File: config.mk
export PLATFORM = sky130hd
export DESIGN_NAME = stage_decoder_flat
export DESIGN_NICKNAME = d
export VERILOG_FILES = /design/src/rtl/stage_pkg.sv /design/src/rtl/stage_decoder_if.sv /design/src/rtl/stage_decoder_seq_monitor.sv /design/src/rtl/stage_decoder.sv /design/src/flat_wrapper.sv
export SDC_FILE = /design/constraint.sdc
export NUM_CORES = 1
export LEC_CHECK = 0
export CELL_PAD_IN_SITES_DETAIL_PLACEMENT = 2
export CELL_PAD_IN_SITES_GLOBAL_PLACEMENT = 2
export CORE_ASPECT_RATIO = 1.4
export CORE_MARGIN = 3
export CORE_UTILIZATION = 30
export DETAILED_ROUTE_END_ITERATION = 16
export PLACE_DENSITY = 0.88
export SYNTH_ARGS = -nofsm -noshare
export SYNTH_HDL_FRONTEND = slang
export SYNTH_SLANG_ARGS = --single-unit
File: constraint.sdc
create_clock -name clk -period 3.9 [get_ports clk]
set_input_delay 1.17 -clock clk [delete_from_list [all_inputs] [get_ports clk]]
set_output_delay 1.17 -clock clk [all_outputs]
set_load 0.05 [all_outputs]
File: src/rtl/stage_pkg.sv
// Shared stage numbering, instruction classes and opcode map for the
// multicycle stage-timing consumer.
package stage_pkg;

  localparam logic [2:0] ST_IF  = 3'd0;
  localparam logic [2:0] ST_ID  = 3'd1;
  localparam logic [2:0] ST_EX  = 3'd2;
  localparam logic [2:0] ST_MEM = 3'd3;
  localparam logic [2:0] ST_WB  = 3'd4;

  typedef enum logic [2:0] {
    CL_NOP    = 3'd0,
    CL_ALU    = 3'd1,
    CL_LOAD   = 3'd2,
    CL_STORE  = 3'd3,
    CL_BRANCH = 3'd4,
    CL_HALT   = 3'd5
  } class_e;

  localparam logic [3:0] OPC_NOP    = 4'h0;
  localparam logic [3:0] OPC_ALU    = 4'h1;
  localparam logic [3:0] OPC_LOAD   = 4'h2;
  localparam logic [3:0] OPC_STORE  = 4'h3;
  localparam logic [3:0] OPC_BRANCH = 4'h4;
  localparam logic [3:0] OPC_HALT   = 4'h5;

  function automatic logic [2:0] final_stage(input class_e cls);
    case (cls)
      CL_NOP:    final_stage = ST_ID;
      CL_BRANCH: final_stage = ST_EX;
      CL_ALU:    final_stage = ST_MEM;
      CL_STORE:  final_stage = ST_MEM;
      CL_LOAD:   final_stage = ST_WB;
      CL_HALT:   final_stage = ST_ID;
      default:   final_stage = ST_ID;
    endcase
  endfunction

endpackage

File: src/rtl/stage_decoder_if.sv
// Stage-timing bus between the timing generator (master) and the
// stage decoder (slave).
interface stage_decoder_if #(
  parameter int unsigned OP_W  = 4,
  parameter int unsigned RET_W = 16
);
  logic [2:0]       Cnt;
  logic [OP_W-1:0]  Opcode;
  logic             LastStage;
  logic             IrWrite;
  logic             RegRead;
  logic             AluEn;
  logic             MemRd;
  logic             MemWr;
  logic             RegWr;
  logic             PcWr;
  logic             Halted;
  logic             Err;
  logic [RET_W-1:0] Retired;

  modport master (
    output Cnt, Opcode,
    input  LastStage, IrWrite, RegRead, AluEn, MemRd, MemWr, RegWr, PcWr,
           Halted, Err, Retired
  );

  modport slave (
    input  Cnt, Opcode,
    output LastStage, IrWrite, RegRead, AluEn, MemRd, MemWr, RegWr, PcWr,
           Halted, Err, Retired
  );
endinterface

File: src/rtl/stage_decoder_seq_monitor.sv
// Checks that the stage count advances by one per cycle and restarts at
// IF after each final stage; also latches illegal-opcode events.
module stage_seq_monitor
  import stage_pkg::*;
(
  input  logic       clk,
  input  logic       rst_n,
  input  logic [2:0] cnt,
  input  logic       last,
  input  logic       enable,
  input  logic       illegal,
  output logic       err
);

  logic [2:0] prev_cnt_q;
  logic       last_q;
  logic       violation;

  // Judged against the previous cycle's count/LastStage before they update.
  always_comb begin
    violation = 1'b0;
    if (cnt > ST_WB)
      violation = 1'b1;
    else if (last_q)
      violation = (cnt != ST_IF);
    else
      violation = (cnt != prev_cnt_q + 3'd1);
  end

  always_ff @(posedge clk or negedge rst_n) begin
    if (!rst_n) begin
      prev_cnt_q <= ST_IF;
      last_q     <= 1'b1;
      err        <= 1'b0;
    end else begin
      if (enable) begin
        if (violation)
          err <= 1'b1;
        prev_cnt_q <= cnt;
        last_q     <= last;
      end
      if (illegal)
        err <= 1'b1;
    end
  end

endmodule

File: src/rtl/stage_decoder.sv
// Latches the instruction class at fetch and turns the stage count into
// per-stage control enables, retire count, halt and protocol error.
module stage_decoder #(
  parameter int unsigned OP_W  = 4,
  parameter int unsigned RET_W = 16
) (
  input logic            clk,
  input logic            rst_n,
  stage_decoder_if.slave bus
);
  import stage_pkg::*;

  class_e           cls_q;
  class_e           cls_dec;
  logic             illegal_op;
  logic             halted_q;
  logic [RET_W-1:0] retired_q;
  logic             last;
  logic             run;
  logic             capture;
  logic             err;

  always_comb begin
    cls_dec    = CL_NOP;
    illegal_op = 1'b0;
    case (bus.Opcode)
      OP_W'(OPC_NOP):    cls_dec = CL_NOP;
      OP_W'(OPC_ALU):    cls_dec = CL_ALU;
      OP_W'(OPC_LOAD):   cls_dec = CL_LOAD;
      OP_W'(OPC_STORE):  cls_dec = CL_STORE;
      OP_W'(OPC_BRANCH): cls_dec = CL_BRANCH;
      OP_W'(OPC_HALT):   cls_dec = CL_HALT;
      default:           illegal_op = 1'b1;
    endcase
  end

  // LastStage is deliberately not gated by reset; the enables are.
  assign last    = !halted_q && (bus.Cnt == final_stage(cls_q));
  assign run     = rst_n && !halted_q;
  assign capture = (bus.Cnt == ST_IF) && !halted_q;

  always_ff @(posedge clk or negedge rst_n) begin
    if (!rst_n) begin
      cls_q     <= CL_NOP;
      halted_q  <= 1'b0;
      retired_q <= '0;
    end else begin
      if (capture)
        cls_q <= cls_dec;
      if (last) begin
        retired_q <= retired_q + RET_W'(1);
        if (cls_q == CL_HALT)
          halted_q <= 1'b1;
      end
    end
  end

  stage_seq_monitor u_mon (
    .clk     (clk),
    .rst_n   (rst_n),
    .cnt     (bus.Cnt),
    .last    (last),
    .enable  (!halted_q),
    .illegal (capture && illegal_op),
    .err     (err)
  );

  assign bus.LastStage = last;
  assign bus.IrWrite   = run && (bus.Cnt == ST_IF);
  assign bus.RegRead   = run && (bus.Cnt == ST_ID);
  assign bus.AluEn     = run && (bus.Cnt == ST_EX);
  assign bus.MemRd     = run && (bus.Cnt == ST_MEM) && (cls_q == CL_LOAD);
  assign bus.MemWr     = run && (bus.Cnt == ST_MEM) && (cls_q == CL_STORE);
  assign bus.RegWr     = run && (((bus.Cnt == ST_MEM) && (cls_q == CL_ALU)) ||
                                 ((bus.Cnt == ST_WB)  && (cls_q == CL_LOAD)));
  assign bus.PcWr      = run && ((bus.Cnt == ST_IF) ||
                                 ((bus.Cnt == ST_EX) && (cls_q == CL_BRANCH)));
  assign bus.Halted    = halted_q;
  assign bus.Err       = err;
  assign bus.Retired   = retired_q;

endmodule

File: src/flat_wrapper.sv
// flat-port wrapper written by rule: the top's interface ports become plain ports
module stage_decoder_flat import stage_pkg::*;
#(
  parameter int unsigned OP_W  = 4,
  parameter int unsigned RET_W = 16
)
  (clk, rst_n, bus_Cnt, bus_Opcode, bus_LastStage, bus_IrWrite, bus_RegRead, bus_AluEn, bus_MemRd, bus_MemWr, bus_RegWr, bus_PcWr, bus_Halted, bus_Err, bus_Retired);
  stage_decoder_if #(.OP_W(OP_W), .RET_W(RET_W)) bus_i ();
  input logic clk;
  input logic rst_n;
  input wire logic [$bits(bus_i.Cnt)-1:0] bus_Cnt;
  input wire logic [$bits(bus_i.Opcode)-1:0] bus_Opcode;
  output wire logic [$bits(bus_i.LastStage)-1:0] bus_LastStage;
  output wire logic [$bits(bus_i.IrWrite)-1:0] bus_IrWrite;
  output wire logic [$bits(bus_i.RegRead)-1:0] bus_RegRead;
  output wire logic [$bits(bus_i.AluEn)-1:0] bus_AluEn;
  output wire logic [$bits(bus_i.MemRd)-1:0] bus_MemRd;
  output wire logic [$bits(bus_i.MemWr)-1:0] bus_MemWr;
  output wire logic [$bits(bus_i.RegWr)-1:0] bus_RegWr;
  output wire logic [$bits(bus_i.PcWr)-1:0] bus_PcWr;
  output wire logic [$bits(bus_i.Halted)-1:0] bus_Halted;
  output wire logic [$bits(bus_i.Err)-1:0] bus_Err;
  output wire logic [$bits(bus_i.Retired)-1:0] bus_Retired;
  assign bus_i.Cnt = bus_Cnt;
  assign bus_i.Opcode = bus_Opcode;
  assign bus_LastStage = bus_i.LastStage;
  assign bus_IrWrite = bus_i.IrWrite;
  assign bus_RegRead = bus_i.RegRead;
  assign bus_AluEn = bus_i.AluEn;
  assign bus_MemRd = bus_i.MemRd;
  assign bus_MemWr = bus_i.MemWr;
  assign bus_RegWr = bus_i.RegWr;
  assign bus_PcWr = bus_i.PcWr;
  assign bus_Halted = bus_i.Halted;
  assign bus_Err = bus_i.Err;
  assign bus_Retired = bus_i.Retired;
  stage_decoder #(.OP_W(OP_W), .RET_W(RET_W)) u_core (.clk(clk), .rst_n(rst_n), .bus(bus_i));
endmodule
# Word-level counts from Yosys, hierarchy flattened
# Index checks and enable logic that the tools add are counted.
[classes] addsub=2 n_eq_ne=17 mux=8 reduce_logical=26 order_cmp=1
[ops] cell="adder 16 x 1 -> 16 bit (second input constant)" count=1
[ops] cell="logical AND 1 bit" count=15
[ops] cell="case mux 3 bit (5 select lines)" count=1
[ops] cell="== test 3 x 2 -> 1 bit (second input constant)" count=4
[ops] cell="== test 3 bit (second input constant)" count=3
[ops] cell="case mux 3 bit (3 select lines)" count=1
[ops] cell="== test 4 x 2 -> 1 bit (second input constant)" count=2
[ops] cell="== test 4 x 3 -> 1 bit (second input constant)" count=2
[ops] cell="== test 3 x 1 -> 1 bit (second input constant)" count=2
[ops] cell="2-to-1 mux 1 bit" count=6
[ops] cell="OR reduction 6 bit" count=1
[ops] cell="== test 4 x 1 -> 1 bit (second input constant)" count=1
[ops] cell="logical NOT 4 bit" count=1
[ops] cell="AND reduction 2 bit" count=2
[ops] cell="adder 3 x 1 -> 3 bit (second input constant)" count=1
[ops] cell="== test 3 bit" count=1
[ops] cell="> comparator 3 bit (second input constant)" count=1
[ops] cell="logical NOT 3 bit" count=1
[ops] cell="inequality test 3 bit" count=1
[ops] cell="nonzero test 3 bit" count=1
[ops] cell="logical OR 1 bit" count=2
[ops] cell="inequality test 2 bit (second input constant)" count=1
[ops] cell="nonzero test 2 bit" count=1
[ops] cell="OR reduction 2 bit" count=1
[ops] cell="logical NOT 1 bit" count=1
[totals] out_inout_bits=26 regBits=25 inputBits=9 elab_cells=60

# Logic depth before layout (Yosys ltp)
[logic_depth] word_depth=7 ltp_mapped=6 depth_no_buf=6

# Modules after synthesis
# A second synthesis with hierarchy kept.
[hier_totals] hier_cells=124 area_unflattened_um2=1343.8
[modules_own_cells] module="stage_decoder" cells_per_inst=105 area_per_inst_um2=1079.8 seq_area_each_um2=500.5 n_inst=1
[modules_own_cells] module="stage_seq_monitor" cells_per_inst=19 area_per_inst_um2=264.0 seq_area_each_um2=126.4 n_inst=1

# Worst setup path before layout
# Ideal clock, no wire load.
[synth_path] path_type="input -> output" from="input port bus_Cnt[2]" to="output port bus_MemWr" slack_ps=-269 t_required_ps=2730 path_buffers=1 stages=5 arrival_time_ps=2999 path_cell_list="buf_2 nor2_1 nand2_1 or3_1 nor3_1"
[synth_via] elab_chain_cells=3
[synth_lines] item="from (decl)" line="flat_wrapper.sv:11" text="input wire logic [$bits(bus_i.Cnt)-1:0] bus_Cnt;"
[synth_lines] item="== test 3 x 2 -> 1 bit" line="stage_decoder.sv:73" text="assign bus.MemWr = run && (bus.Cnt == ST_MEM) && (cls_q == CL_STORE);"
[synth_lines] item="logical AND 1 bit (2 in series)" line="stage_decoder.sv:73"
[synth_lines] item="to (decl)" line="flat_wrapper.sv:18" text="output wire logic [$bits(bus_i.MemWr)-1:0] bus_MemWr;"
# No other way between the ends.

# Worst setup path in the final report
# Ends and elaborated chain as after synthesis.

==> results.json <==
{
  "status": "finished clean",
  "diodes": 0,
  "vias": 1275,
  "synth_edf_count": 0,
  "chipWidth_um": 64.0,
  "clock_latency_ps": 270,
  "min_period_ps": 3850,
  "synth_top_area_share_pct": 42.4,
  "cts.sink_count": 25,
  "ys_types": 43,
  "antenna_found_initial": 0,
  "dominantRegCellSynth": "dfrtp_1",
  "critPathSlowestCell": "clkdlybuf4s50_1",
  "max_freq_mhz": 260,
  "critPathCaptureType": "primary output",
  "drt_iter0_markers": 66,
  "slowest_delay_ps": 430,
  "place_inst": 242,
  "postCtsHoldBufs": 0,
  "grt_pass1_wl_um": 7760,
  "antenna_left": 0,
  "crit_required_ps": 2730,
  "clockBufferDepth": 2,
  "fin_crit_sh_pct": 98.7,
  "syn-cell-area_um2": 1420,
  "core_um2": 4380,
  "final.setup_skew_ps": 4.70,
  "crit_path_cell_trace": "clkdlybuf4s50_1 -> nor2_1 -> nand2_1 -> or3_1 -> nor3_2 -> buf_12",
  "synthTopCellsByArea": "dfrtp_1 (42%), xor2_1 (9.3%), nor3_1 (3.9%), nand3_1 (3.2%), nand2_1 (3.2%)",
  "areaGrowthSynthToFinish_pct": 43.4,
  "hold_class": "reg -> reg",
  "async_flop_share_pct": 100,
  "tightest_slew_ps": 519,
  "std_cell_rows": 28,
  "placed_area_um2": 1980,
  "seq_area_frac_synth_pct": 44.3,
  "leakagePower_nw": 0.866,
  "start_util_pct": 32.3,
  "cts_buffers": 3,
  "io_pins": 35,
  "yosysTopAreaCell": "dfrtp_1",
  "yosys_warnings": 0,
  "syn-num-nets": 153,
  "grt_usage_pct": 18.0,
  "grt_start_max_net_pins": 27,
  "drive_gt1_share_pct": 21.0,
  "chipHeight_um": 87.3,
  "cp_max_fo": 2,
  "holdWs_ps": 489,
  "crit_type": "in -> out",
  "worstSetupStartpointType": "primary input",
  "grt_overflow": 0,
  "power_mw": 1.06,
  "p_per_area_nw_per_um2": 524,
  "clockRootBuffer": "clkbuf_8",
  "finalInstanceArea_um2": 2030,
  "gp_congestion": 0.816,
  "synth_cells": 142,
  "cap_viol_max_count": 0,
  "io_buffers": 34,
  "rsz0062_at_grt": "false",
  "via_per_inst": 5.18,
  "tns_ps": 0,
  "dr.pass1.iters": 2,
  "fin_cells": 246,
  "hold_viol_final": 0,
  "vdd.ir_drop.worst_v": 0.000363,
  "wl_per_cell_um": 18.2,
  "arrival_ps": 2680,
  "slew_viol_final": 0,
  "slew_headroom_pct": 65.3,
  "wl_um": 4470,
  "first_global_vias": 1542,
  "cts_tree": "done",
  "ys_ff_latch": 25,
  "cts.reportedPaths.clkPinSlew_ps": 90,
  "nFillCells": 475,
  "syn_area_per_cell_um2": 9.97,
  "htreeDepth": 1,
  "die_area_um2": 5590,
  "drcViolationCount": 0,
  "setup_viol": 0,
  "final_nets": 198,
  "hpwl_um": 3530
}
-- cells in the mapped netlist, drive strengths merged, types with 2 or more instances --
master and n:
ha 2, or3 2, nor4 5, dfrtp 24, inv 7, nor2 10, mux2 4, nor3 11
a21o 2, or2 2, xnor2 3, nor4b 2, o41ai 2, nand3 9, buf 4, nor3b 2
xor2 15, a21oi 5, o21ai 4, nand2 12
-- cells in the final DEF (no fill, tap or decap), types with 2 or more instances in the layout --
cell type        Yosys  routed
clkdlybuf4s50_1      0      24
dfrtp_1             24      24
xor2_1              15      15
nand2_1             12      12
buf_4                0      11
nor3_1              11      10
nor2_1               9       9
nand3_1              9       9
buf_12               0       8
inv_1                7       7
nor4_1               5       5
a21oi_1              4       4
xnor2_1              3       3
mux2_2               3       3
clkbuf_8             0       3
or3_1                2       2
o41ai_1              2       2
nor4b_2              2       2
a21o_1               2       2
ha_1                 2       2
dlymetal6s2s_1       0       2
-- final timing paths --
check                                  from                     end  slack (ps)  depth (start not counted)
max                              bus_Cnt[2]               bus_MemWr          50                          6
min                        u_core.u_mon.err        u_core.u_mon.err         490                          1
max reg2reg                 u_core.cls_q[0]  u_core.bus.Retired[15]        1960                          6
min reg2reg                u_core.u_mon.err        u_core.u_mon.err         490                          1
max in group asynchronous             rst_n     u_core.u_mon.last_q        2310                          2
min in group asynchronous             rst_n         u_core.cls_q[2]        1290                          2
-- state kept, by name (all words and copies together) (netlist names) --
register	count
u_core.bus.Halted	1
u_core.u_mon.err	1
u_core.u_mon.prev_cnt_q	3
u_core.u_mon.last_q	1
u_core.bus.Retired	16
u_core.cls_q	3
-- cells by family (layout without fill, tap and decap cells) --
group           after synthesis  count (layout)  synth area share (%)
compound gates               20              20                  11.7
xor+xnor                     18              18                  11.1
fa+ha+maj                     2               2                  1.77
buf+inv                      12              56                  3.98
flops                        25              25                  44.3
mux                           4               4                  3.18
simple gates                 61              61                  24.0
-- per-stage QoR --
step / utilization, % / setup slack [ps]
floorplan: - / 65.7
global placement: 45.2 / 117
detailed placement: 45.2 / 14.5
CTS: 46.2 / 3.27
global route: 46.3 / 3.60
finish: 46.3 / 52.2
-- area by class of cell --
cell class | count | area [um2] | share of cell area, %
clock inverter | 1 | 5.00 | 0.247
tap | 60 | 75.1 | 3.70
inverter | 7 | 26.3 | 1.29
sequential | 25 | 627 | 30.9
multi-input combinational | 105 | 747 | 36.8
timing repair buffer | 45 | 508 | 25.0
clock buffer | 3 | 41.3 | 2.03
-- repair_timing --
item	CTS	global route
endpoints found under the setup margin	0	2
setup buffers	0	0
resized for setup	0	2
-- power breakdown --
group | internal [mW] | switching (mW)
registers | 0.316 | 0.0846
logic | 0.188 | 0.317
clock network | 0.0717 | 0.0857
-- layer usage --
metal	up-vias	share of wire, %	track usage [%]
li1	591	-	-
met1	655	38	18.2
met2	23	58	35.8
met3	6	2.5	2.07
met4	0	2.0	8.25
met5	-	0	0
-- worst max-delay path, delay by kind of cell --
family / cells / cell delay (ps)
and+or+nand+nor: 4 / 900
buffers and inverters: 2 / 610
Note: power is estimated with default switching activity, not from simulation.
